==> src/rtl/song_sequencer.sv <==
// Rhythm-game song sequencer: steps through song positions, judges fret presses and keeps score.
// Optional macro STREAK_BONUS_EN enables streak tracking and the double-score bonus.
module song_sequencer #(
    parameter int unsigned TICKS_PER_BEAT = 25000000,
    parameter int unsigned SONG_LEN       = 100
) (
    input  logic       clk,
    input  logic       clear,
    input  logic       start,
    input  logic       pause,
    input  logic [4:0] note_in,
    input  logic [4:0] buttons_db,
    output logic [6:0] songDataPos,
    output logic       beat_tick,
    output logic       hit,
    output logic       miss,
    output logic [6:0] score,
    output logic       overflow,
    output logic [3:0] streak,
    output logic       playing,
    output logic       done
);

    localparam int unsigned CNT_W = $clog2(TICKS_PER_BEAT);
    localparam logic [CNT_W-1:0] CNT_LAST = CNT_W'(TICKS_PER_BEAT - 1);
    localparam logic [6:0] POS_LAST = 7'(SONG_LEN - 1);

    typedef enum logic [1:0] {ST_IDLE, ST_PLAY, ST_DONE} state_t;

    state_t           state_q, state_d;
    logic [CNT_W-1:0] cnt_q, cnt_d;
    logic [6:0]       pos_q, pos_d;
    logic [4:0]       note_q, note_d;
    logic             judged_q, judged_d;
    logic [6:0]       score_q, score_d;
    logic             ovf_q, ovf_d;
    logic [3:0]       streak_q, streak_d;
    logic             hit_q, hit_d;
    logic             miss_q, miss_d;
    logic             tick_q, tick_d;
    logic             playing_q, done_q;
    logic             hit_now;
    logic [7:0]       inc;
    logic [7:0]       sum;

    // State register
    always_ff @(posedge clk or posedge clear) begin
        if (clear) state_q <= ST_IDLE;
        else       state_q <= state_d;
    end

    // Next-state logic
    always_comb begin
        state_d = state_q;
        case (state_q)
            ST_IDLE, ST_DONE: if (start) state_d = ST_PLAY;
            ST_PLAY: if (!pause && (cnt_q == CNT_LAST) && !(pos_q < POS_LAST)) state_d = ST_DONE;
            default: state_d = ST_IDLE;
        endcase
    end

    // Datapath next values and judgement pulses
    always_comb begin
        cnt_d    = cnt_q;
        pos_d    = pos_q;
        note_d   = note_q;
        judged_d = judged_q;
        score_d  = score_q;
        ovf_d    = ovf_q;
        streak_d = streak_q;
        hit_d    = 1'b0;
        miss_d   = 1'b0;
        tick_d   = 1'b0;
        hit_now  = 1'b0;
        inc      = 8'd1;
`ifdef STREAK_BONUS_EN
        if (streak_q >= 4'd4) inc = 8'd2;
`endif
        sum = {1'b0, score_q} + inc;
        case (state_q)
            ST_IDLE, ST_DONE: begin
                if (start) begin
                    cnt_d    = '0;
                    pos_d    = 7'd0;
                    note_d   = 5'd0;
                    judged_d = 1'b0;
                    score_d  = 7'd0;
                    ovf_d    = 1'b0;
                    streak_d = 4'd0;
                end
            end
            ST_PLAY: begin
                if (!pause) begin
                    cnt_d = cnt_q + CNT_W'(1);
                    // ROM data is valid one cycle after the position changes
                    if (cnt_q == CNT_W'(1)) note_d = note_in;
                    hit_now = (cnt_q >= CNT_W'(2)) && !judged_q && (note_q != 5'd0)
                              && (buttons_db == note_q);
                    if (hit_now) begin
                        hit_d    = 1'b1;
                        judged_d = 1'b1;
                        if (sum > 8'd127) begin
                            score_d = 7'd127;
                            ovf_d   = 1'b1;
                        end else begin
                            score_d = sum[6:0];
                        end
`ifdef STREAK_BONUS_EN
                        streak_d = (streak_q == 4'hF) ? 4'hF : streak_q + 4'd1;
`endif
                    end
                    if (cnt_q == CNT_LAST) begin
                        cnt_d    = '0;
                        judged_d = 1'b0;
                        if (!judged_q && !hit_now && (note_q != 5'd0)) begin
                            miss_d   = 1'b1;
                            streak_d = 4'd0;
                        end
                        if (pos_q < POS_LAST) begin
                            pos_d  = pos_q + 7'd1;
                            tick_d = 1'b1;
                        end
                    end
                end
            end
            default: ;
        endcase
    end

    // Datapath and output registers
    always_ff @(posedge clk or posedge clear) begin
        if (clear) begin
            cnt_q     <= '0;
            pos_q     <= 7'd0;
            note_q    <= 5'd0;
            judged_q  <= 1'b0;
            score_q   <= 7'd0;
            ovf_q     <= 1'b0;
            streak_q  <= 4'd0;
            hit_q     <= 1'b0;
            miss_q    <= 1'b0;
            tick_q    <= 1'b0;
            playing_q <= 1'b0;
            done_q    <= 1'b0;
        end else begin
            cnt_q     <= cnt_d;
            pos_q     <= pos_d;
            note_q    <= note_d;
            judged_q  <= judged_d;
            score_q   <= score_d;
            ovf_q     <= ovf_d;
            streak_q  <= streak_d;
            hit_q     <= hit_d;
            miss_q    <= miss_d;
            tick_q    <= tick_d;
            playing_q <= (state_d == ST_PLAY);
            done_q    <= (state_d == ST_DONE);
        end
    end

    assign songDataPos = pos_q;
    assign beat_tick   = tick_q;
    assign hit         = hit_q;
    assign miss        = miss_q;
    assign score       = score_q;
    assign overflow    = ovf_q;
    assign streak      = streak_q;
    assign playing     = playing_q;
    assign done        = done_q;

endmodule

==> config.mk <==
export PLATFORM = sky130hd
export DESIGN_NAME = song_sequencer
export DESIGN_NICKNAME = d
export VERILOG_FILES = /design/src/rtl/song_sequencer.sv
export SDC_FILE = /design/constraint.sdc
export NUM_CORES = 1
export LEC_CHECK = 0
export ABC_AREA = 1
export CORE_MARGIN = 8
export CORE_UTILIZATION = 51
export DETAILED_ROUTE_END_ITERATION = 10
export GPL_TIMING_DRIVEN = 1
export HOLD_SLACK_MARGIN = 0.05
export PLACE_DENSITY = 0.76
export SETUP_SLACK_MARGIN = 0.1
export SLEW_MARGIN = 20
export SYNTH_ARGS = -nofsm -noshare
export SYNTH_HDL_FRONTEND = slang
export SYNTH_SLANG_ARGS = --single-unit
==> constraint.sdc <==
create_clock -name clk -period 1.7 [get_ports clk]
set_input_delay 0.425 -clock clk [delete_from_list [all_inputs] [get_ports clk]]
set_output_delay 0.425 -clock clk [all_outputs]
set_load 0.02 [all_outputs]
==> reports/qor.csv, run 1 <==
stage,metric,value,unit
drt,routed vias/inst,5.73,
power,switching power,1.14,mW
timing,Final Critical Period,1.85,ns
worst_setup_path,CP max-delay cell,dfrtp_2,
worst_setup_path,crit path buf inv count,4,
synth,sequential share of the synthesized area,39.2,%
synth,Syn Inst Count,477,
cts,CTS tree,built,
cts,Sinks on Clock Net,53,
global_routing,routing usage on met3,3.41,%
global_routing,initial antenna violation count,0,
worst_setup_path,Crit Path Class,reg -> reg,
synth,synthesized cell area,3380,um^2
die,Core ar.,6390,um^2
final_layout,number of diodes,0,
synth,Synth Flop Type,dfrtp_1,
drt,WL/cell,17.6,um
power,P_leak,2.53,nW
global_routing,GRT met2 Usage,34.1,%
synth,post-synthesis cell type count,36,
worst_setup_path,"most used cell, CP",nor2_4,
cts,H-tree Lvls,2,
placed_design,port bufs,33,
worst_setup_path,critical path required time,1.90,ns
power,pwr/cell area,648,nW/um^2
final_layout,Synth-to-Final Area Change,50.1,%
global_routing,vias in the first global route,3471,
synth,top cell type by total area after synthesis,dfrtp_1,
worst_setup_path,crit-path cells,inv_2 -> nand2_2 -> inv_2 -> nand2_1 -> nor3_2 -> nand2_2 -> nor2_4 -> nor2_4 -> nor2_4 -> buf_6 -> clkbuf_16 -> nor3_1,
worst_setup_path,cell family with most CP delay,simple AND/OR/NAND/NOR gates,
power,Reg power frac,45.6,%
placed_design,GP Congestion,0.912,
die,IO Pins,38,
timing,period utilisation layout,109,%
synth,"Avg Cell Area, Syn",7.10,um^2
synth,post-synth top area share,39.2,%
die,number of cell rows,29,
timing,max-slew violation count,0,
synth,YS warnings,0,
final_layout,nets@finish,620,
final_layout,"most common cell after layout, fill and taps aside",nand2_1,
worst_setup_path,Crit. End Element,register,
cts,hold buffer count at CTS,0,
power,Clk pwr share,22.3,%
worst_setup_path,crit path DAT,2.05,ns
power,Comb pwr share,32.1,%
run_status,failing checks,setup timing,
drt,1st-iter DRT viols,322,
timing,final setup skew,0.00858,ns
final_layout,most frequent cells in the layout,"nand2_1, buf_4, inv_1, dfrtp_1, nor2_1",
global_routing,largest net degree at the start of global routing,54,
global_routing,GRT Total Usage,20.3,%
die,Die ar.,9500,um^2
min_path,worst min path class,in -> async,
drt,final WL,11.9,mm
die,Initial Util,53.0,%
timing,Fin. Hold Viols,0,
cts,Skew-Pair Late Insertion Delay,0.31,ns
power,Sw Ratio,34.7,%
job,maxcap violations,0,
global_routing,busiest layer in global routing,met2,
die,Die W,97.5,um
synth,Area contributors post-synth,"dfrtp_1, nand2_1, nor2_1",
cts,clock transition at the registers of the reported paths,0.10,ns
timing,Final WS setup,-0.152,ns
cts,CTS Buf Count,5,
global_routing,met1 usage,25.5,%
worst_setup_path,max incr delay on CP,0.46,ns
timing,Setup TNS,-2.89,ns
worst_setup_path,Worst R2R Setup Slack,-0.15,ns
worst_setup_path,crit start category,register,
synth,"EDFF count, synth",0,
power,Internal Power,2.15,mW
cts,Longest Clk Path Bufs,2,
global_routing,gr ovfl total,0,
global_routing,first-pass GRT wire length,16.2,mm
timing,RSZ-0062 raised after global routing,yes,
drt,Routed Antenna Nets,0,
synth,register bit count reported by yosys,53,
placed_design,DP Wirelength,6.97,mm
worst_setup_path,CP max FO,5,
run_status,status,"complete, but fails checks",
timing,endpoints failing setup,36,
cts,root buf cell,clkbuf_8,
final_layout,"Core Util, Final",79.6,%
power,Final Power,3.29,mW
drt,Vias,3886,
final_layout,share of cells above drive strength 1,37.1,%
synth,ys async rst share,100,%
drt,residual DRC count,0,
die,Die H,97.5,um
power,Max VDD drop,817,uV
timing,FMAX,0.540,GHz
drt,Initial DRT Pass Iterations,6,
==> routing by layer <==
layer,part of all wire [%],vias to the layer above
li1,-,1764
met1,40,1831
met3,8.7,44
met5,0,-
met4,3.6,0
met2,48,247
==> synth_stat cells (all sizes together) (2+ instances only) <==
library cell / n
o21ai: 16
nor4: 3
a22oi: 2
ha: 5
nor3: 23
nand2: 125
inv: 65
a21oi: 3
or2: 3
clkbuf: 2
xnor2: 2
xor2: 14
dfrtp: 53
nand4: 28
nor2: 81
nand3: 36
buf: 10
==> path summary, 6_finish.rpt <==
| path | startpoint | to | cells after the start |
|---|---|---|---|
| setup / recovery | cnt_q[15] | cnt_q[12] | 12 |
| hold / removal | clear | cnt_q[6] | 3 |
| setup reg to reg | cnt_q[15] | cnt_q[12] | 12 |
| hold reg to reg | score[3] | score[3] | 2 |
| max in group asynchronous | clear | cnt_q[20] | 3 |
| min in group clk | score[3] | score[3] | 2 |
==> cell type report <==
type,count,area [um^2]
fill,391,1310
tap,77,96.3
inverter,65,253
sequential,53,1340
timing repair buffer,126,1150
clock buffer,7,86.3
multi-input combinational,350,2160
==> what timing repair did <==
action | in CTS | in global routing
resized for setup | 66 | 108
cloned | 1 | 2
setup endpoints to repair | 70 | 54
pin swaps | 16 | 45
setup buffers | 21 | 19
==> worst min-delay path, stage by stage <==
cell,delay [ns]
clkdlybuf4s50_1,0.44
clkinvlp_4,0.09
buf_12,0.26
==> power groups by stage <==
stage | combinational [mW] | clock [mW] | sequential (mW)
floorplan | 0.408 | 0 | 1.47
global placement | 0.690 | 0 | 1.46
detailed placement | 0.713 | 0 | 1.46
CTS | 0.802 | 0.735 | 1.45
global route | 1.12 | 0.783 | 1.51
finish | 1.06 | 0.733 | 1.50
==> flip-flops by register name, summed over array words and instances, names as in the netlist <==
name	count
judged_q	1
done	1
songDataPos	7
overflow	1
hit	1
state_q	2
playing	1
score	7
cnt_q	25
beat_tick	1
miss	1
note_q	5
==> metrics by stage <==
step	hold slack [ns]	cell area, um^2	instances	setup slack [ns]
floorplan	0.486	3400	480	0.195
global placement	0.510	4160	630	-0.305
detailed placement	0.513	4160	630	-0.364
CTS	0.520	4540	658	0.00119
global route	0.562	5080	678	-0.228
finish	0.520	5080	678	-0.152
==> logic make-up (layout without fill, tap and decap cells) <==
| kind of cell | Yosys count | count (layout) | synth area share, % |
|---|---|---|---|
| fa+ha+maj | 5 | 5 | 1.85 |
| buf+inv | 77 | 198 | 9.54 |
| flops | 53 | 53 | 39.2 |
| other cells | 1 | 4 | 0.111 |
| compound gates | 24 | 24 | 3.88 |
| simple gates | 301 | 301 | 41.3 |
| xor+xnor | 16 | 16 | 4.14 |
(Power assumes the default switching activity.)
==> run 2: changes to the inputs <==
Settings changed: GPL_TIMING_DRIVEN 1 to 0, SKIP_LAST_GASP set to 1.
==> run 2 against run 1 <==
- the run still ends with setup timing left
- global-route usage rose by 0.054 points
- clock skew increased by 0.0033 ns
- fmax grew 3.6%
- critical path depth fell by 2
- combinational power is 14% lower
- worst hold slack got worse by 0.057 ns
- critical endpoint is now cnt_q[13]
==> reports/qor.csv, run 2 (synthesized netlist as in run 1, its figures left out) <==
stage,metric,value,unit
run_status,status,"complete, but fails checks",
run_status,failing checks,setup timing,
final_layout,share of cells above drive strength 1,27.7,%
final_layout,fin cells,648,
worst_setup_path,FF-to-FF Start,cnt_q[0],
die,Initial Util,53.0,%
global_routing,first-pass GRT wire length,16.3,mm
timing,Final Critical Period,1.79,ns
final_layout,nets@finish,589,
cts,Longest Clk Path Bufs,2,
drt,wire length on met3,668,um
power,Internal Power,2.03,mW
power,Comb pwr share,28.8,%
timing,final setup skew,0.0119,ns
cts,clock transition at the registers of the reported paths,0.11,ns
timing,endpoints failing setup,41,
final_layout,Synth-to-Final Area Change,34.8,%
final_layout,number of diodes,0,
job,maxcap violations,0,
drt,Top Layer Used,met4,
final_layout,Largest Register,cnt_q,
die,Die ar.,9500,um^2
drt,final WL,10.4,mm
timing,period utilisation layout,105,%
drt,WL/cell,16.0,um
min_path,worst min path class,in -> async,
power,Sw Ratio,35.7,%
timing,Final WS setup,-0.0883,ns
power,Clk pwr share,23.5,%
global_routing,vias in the first global route,3452,
timing,Fin. Hold Viols,0,
drt,routed vias/inst,5.62,
final_layout,Layout fillers,498,
drt,Initial DRT Pass Iterations,5,
power,Max VDD drop,657,uV
worst_setup_path,crit path DAT,2.00,ns
worst_setup_path,r2r worst-path depth,10,
placed_design,port bufs,33,
worst_setup_path,Crit Path Class,reg -> reg,
cts,H-tree Lvls,2,
final_layout,"most common cell after layout, fill and taps aside",nand2_1,
final_layout,max reg flops,25,
global_routing,gr ovfl total,0,
die,number of cell rows,29,
drt,wl on met1,4.39,mm
timing,max-slew violation count,0,
placed_design,DP Wirelength,6.50,mm
power,switching power,1.13,mW
timing,RSZ-0062 raised after global routing,yes,
cts,root buf cell,clkbuf_8,
drt,Routed Antenna Nets,0,
placed_design,Placed Cells,591,
power,P_leak,2.31,nW
worst_setup_path,Worst R2R Setup Slack,-0.09,ns
drt,Vias,3642,
worst_setup_path,CP max FO,5,
timing,FMAX,0.559,GHz
cts,CTS Buf Count,5,
power,Reg power frac,47.7,%
drt,residual DRC count,0,
cts,Sinks on Clock Net,53,
die,Die H,97.5,um
worst_setup_path,crit start category,register,
global_routing,initial antenna violation count,0,
power,pwr/cell area,694,nW/um^2
cts,CTS tree,built,
worst_setup_path,critical path required time,1.91,ns
die,Core ar.,6390,um^2
drt,1st-iter DRT viols,219,
timing,hold slack final,0.463,ns
global_routing,GRT Total Usage,20.3,%
cts,Skew-Pair Late Insertion Delay,0.32,ns
die,IO Pins,38,
worst_setup_path,Worst R2R End,cnt_q[13],
global_routing,largest net degree at the start of global routing,34,
final_layout,most frequent cells in the layout,"nand2_1, nor2_1, buf_4, inv_1, dfrtp_1",
timing,Setup TNS,-2.15,ns
worst_setup_path,Crit. End Element,register,
placed_design,GP Congestion,0.970,
die,Die W,97.5,um
drt,met2 wire len,5.08,mm
## run 2: power by group through the flow
| stage | clock network [mW] | registers (mW) | logic (mW) |
|---|---|---|---|
| global placement | 0 | 1.50 | 0.517 |
| finish | 0.745 | 1.51 | 0.912 |
| floorplan | 0 | 1.47 | 0.408 |
| CTS | 0.743 | 1.48 | 0.671 |
| detailed placement | 0 | 1.50 | 0.532 |
| global route | 0.805 | 1.52 | 0.978 |
## run 2: metrics by stage
step                power (mW)  worst slack, ns  util, %  cell area [um^2]
floorplan                 1.88            0.195        -              3400
global placement          2.02           -0.616     59.9              3830
detailed placement        2.04           -0.628     60.2              3850
CTS                       2.90          -0.0252     68.5              4370
global route              3.30           -0.189     71.5              4560
finish                    3.17          -0.0883     71.5              4560
## run 2: worst max path at each step
stage	start	end	slack (ns)	depth (start not counted)
after floorplan	cnt_q[1]	cnt_q[22]	0.19	10
after global placement	start	cnt_q[22]	-0.62	12
after detailed placement	start	cnt_q[22]	-0.63	12
after CTS	cnt_q[0]	cnt_q[21]	-0.03	9
after global routing	cnt_q[0]	cnt_q[22]	-0.19	9
final	cnt_q[0]	cnt_q[13]	-0.09	10
## run 2: area by class of cell
type	instances	area [um^2]	share of cell area, %
Timing Repair Buffer	83	708	15.5
Clock inverter	2	13.8	0.302
Multi-Input combinational cell	350	1990	43.5
Inverter	65	255	5.59
Tap cell	77	96.3	2.11
Clock buffer	6	72.6	1.59
Sequential cell	53	1340	29.3
Buffer	12	95.1	2.08
## run 2: routing by layer
| metal | up-vias | GRT usage, % |
|---|---|---|
| met2 | 165 | 34.8 |
| met5 | - | 0 |
| met1 | 1740 | 24.9 |
| met3 | 25 | 3.27 |
| li1 | 1712 | - |
| met4 | 0 | 7.34 |
## run 2: worst max-delay path, cell delays in order, from the launching register on
cell and delay [ns]:
dfrtp_1 0.43, ha_2 0.23, nand3_4 0.10, nor2_4 0.14
buf_4 0.15, nand2_1 0.06, nor2_2 0.12, nor2_2 0.08
nor2_4 0.17, buf_6 0.16, nor2_1 0.05
## run 2: repair_timing
item	in CTS	in global routing
buffers inserted	35	13
pin swaps	35	28
gates resized for setup	88	41
cloned	2	0
hold buffers	0	0
setup endpoints to repair	70	55
hold endpoints to repair	0	0
==> run 3: changes to the inputs <==
Settings changed: ABC_CLOCK_PERIOD_IN_PS set to 1700.
==> results of run 3 <==
Same layout as run 2: the final DEF is identical, and so are final timing and power.
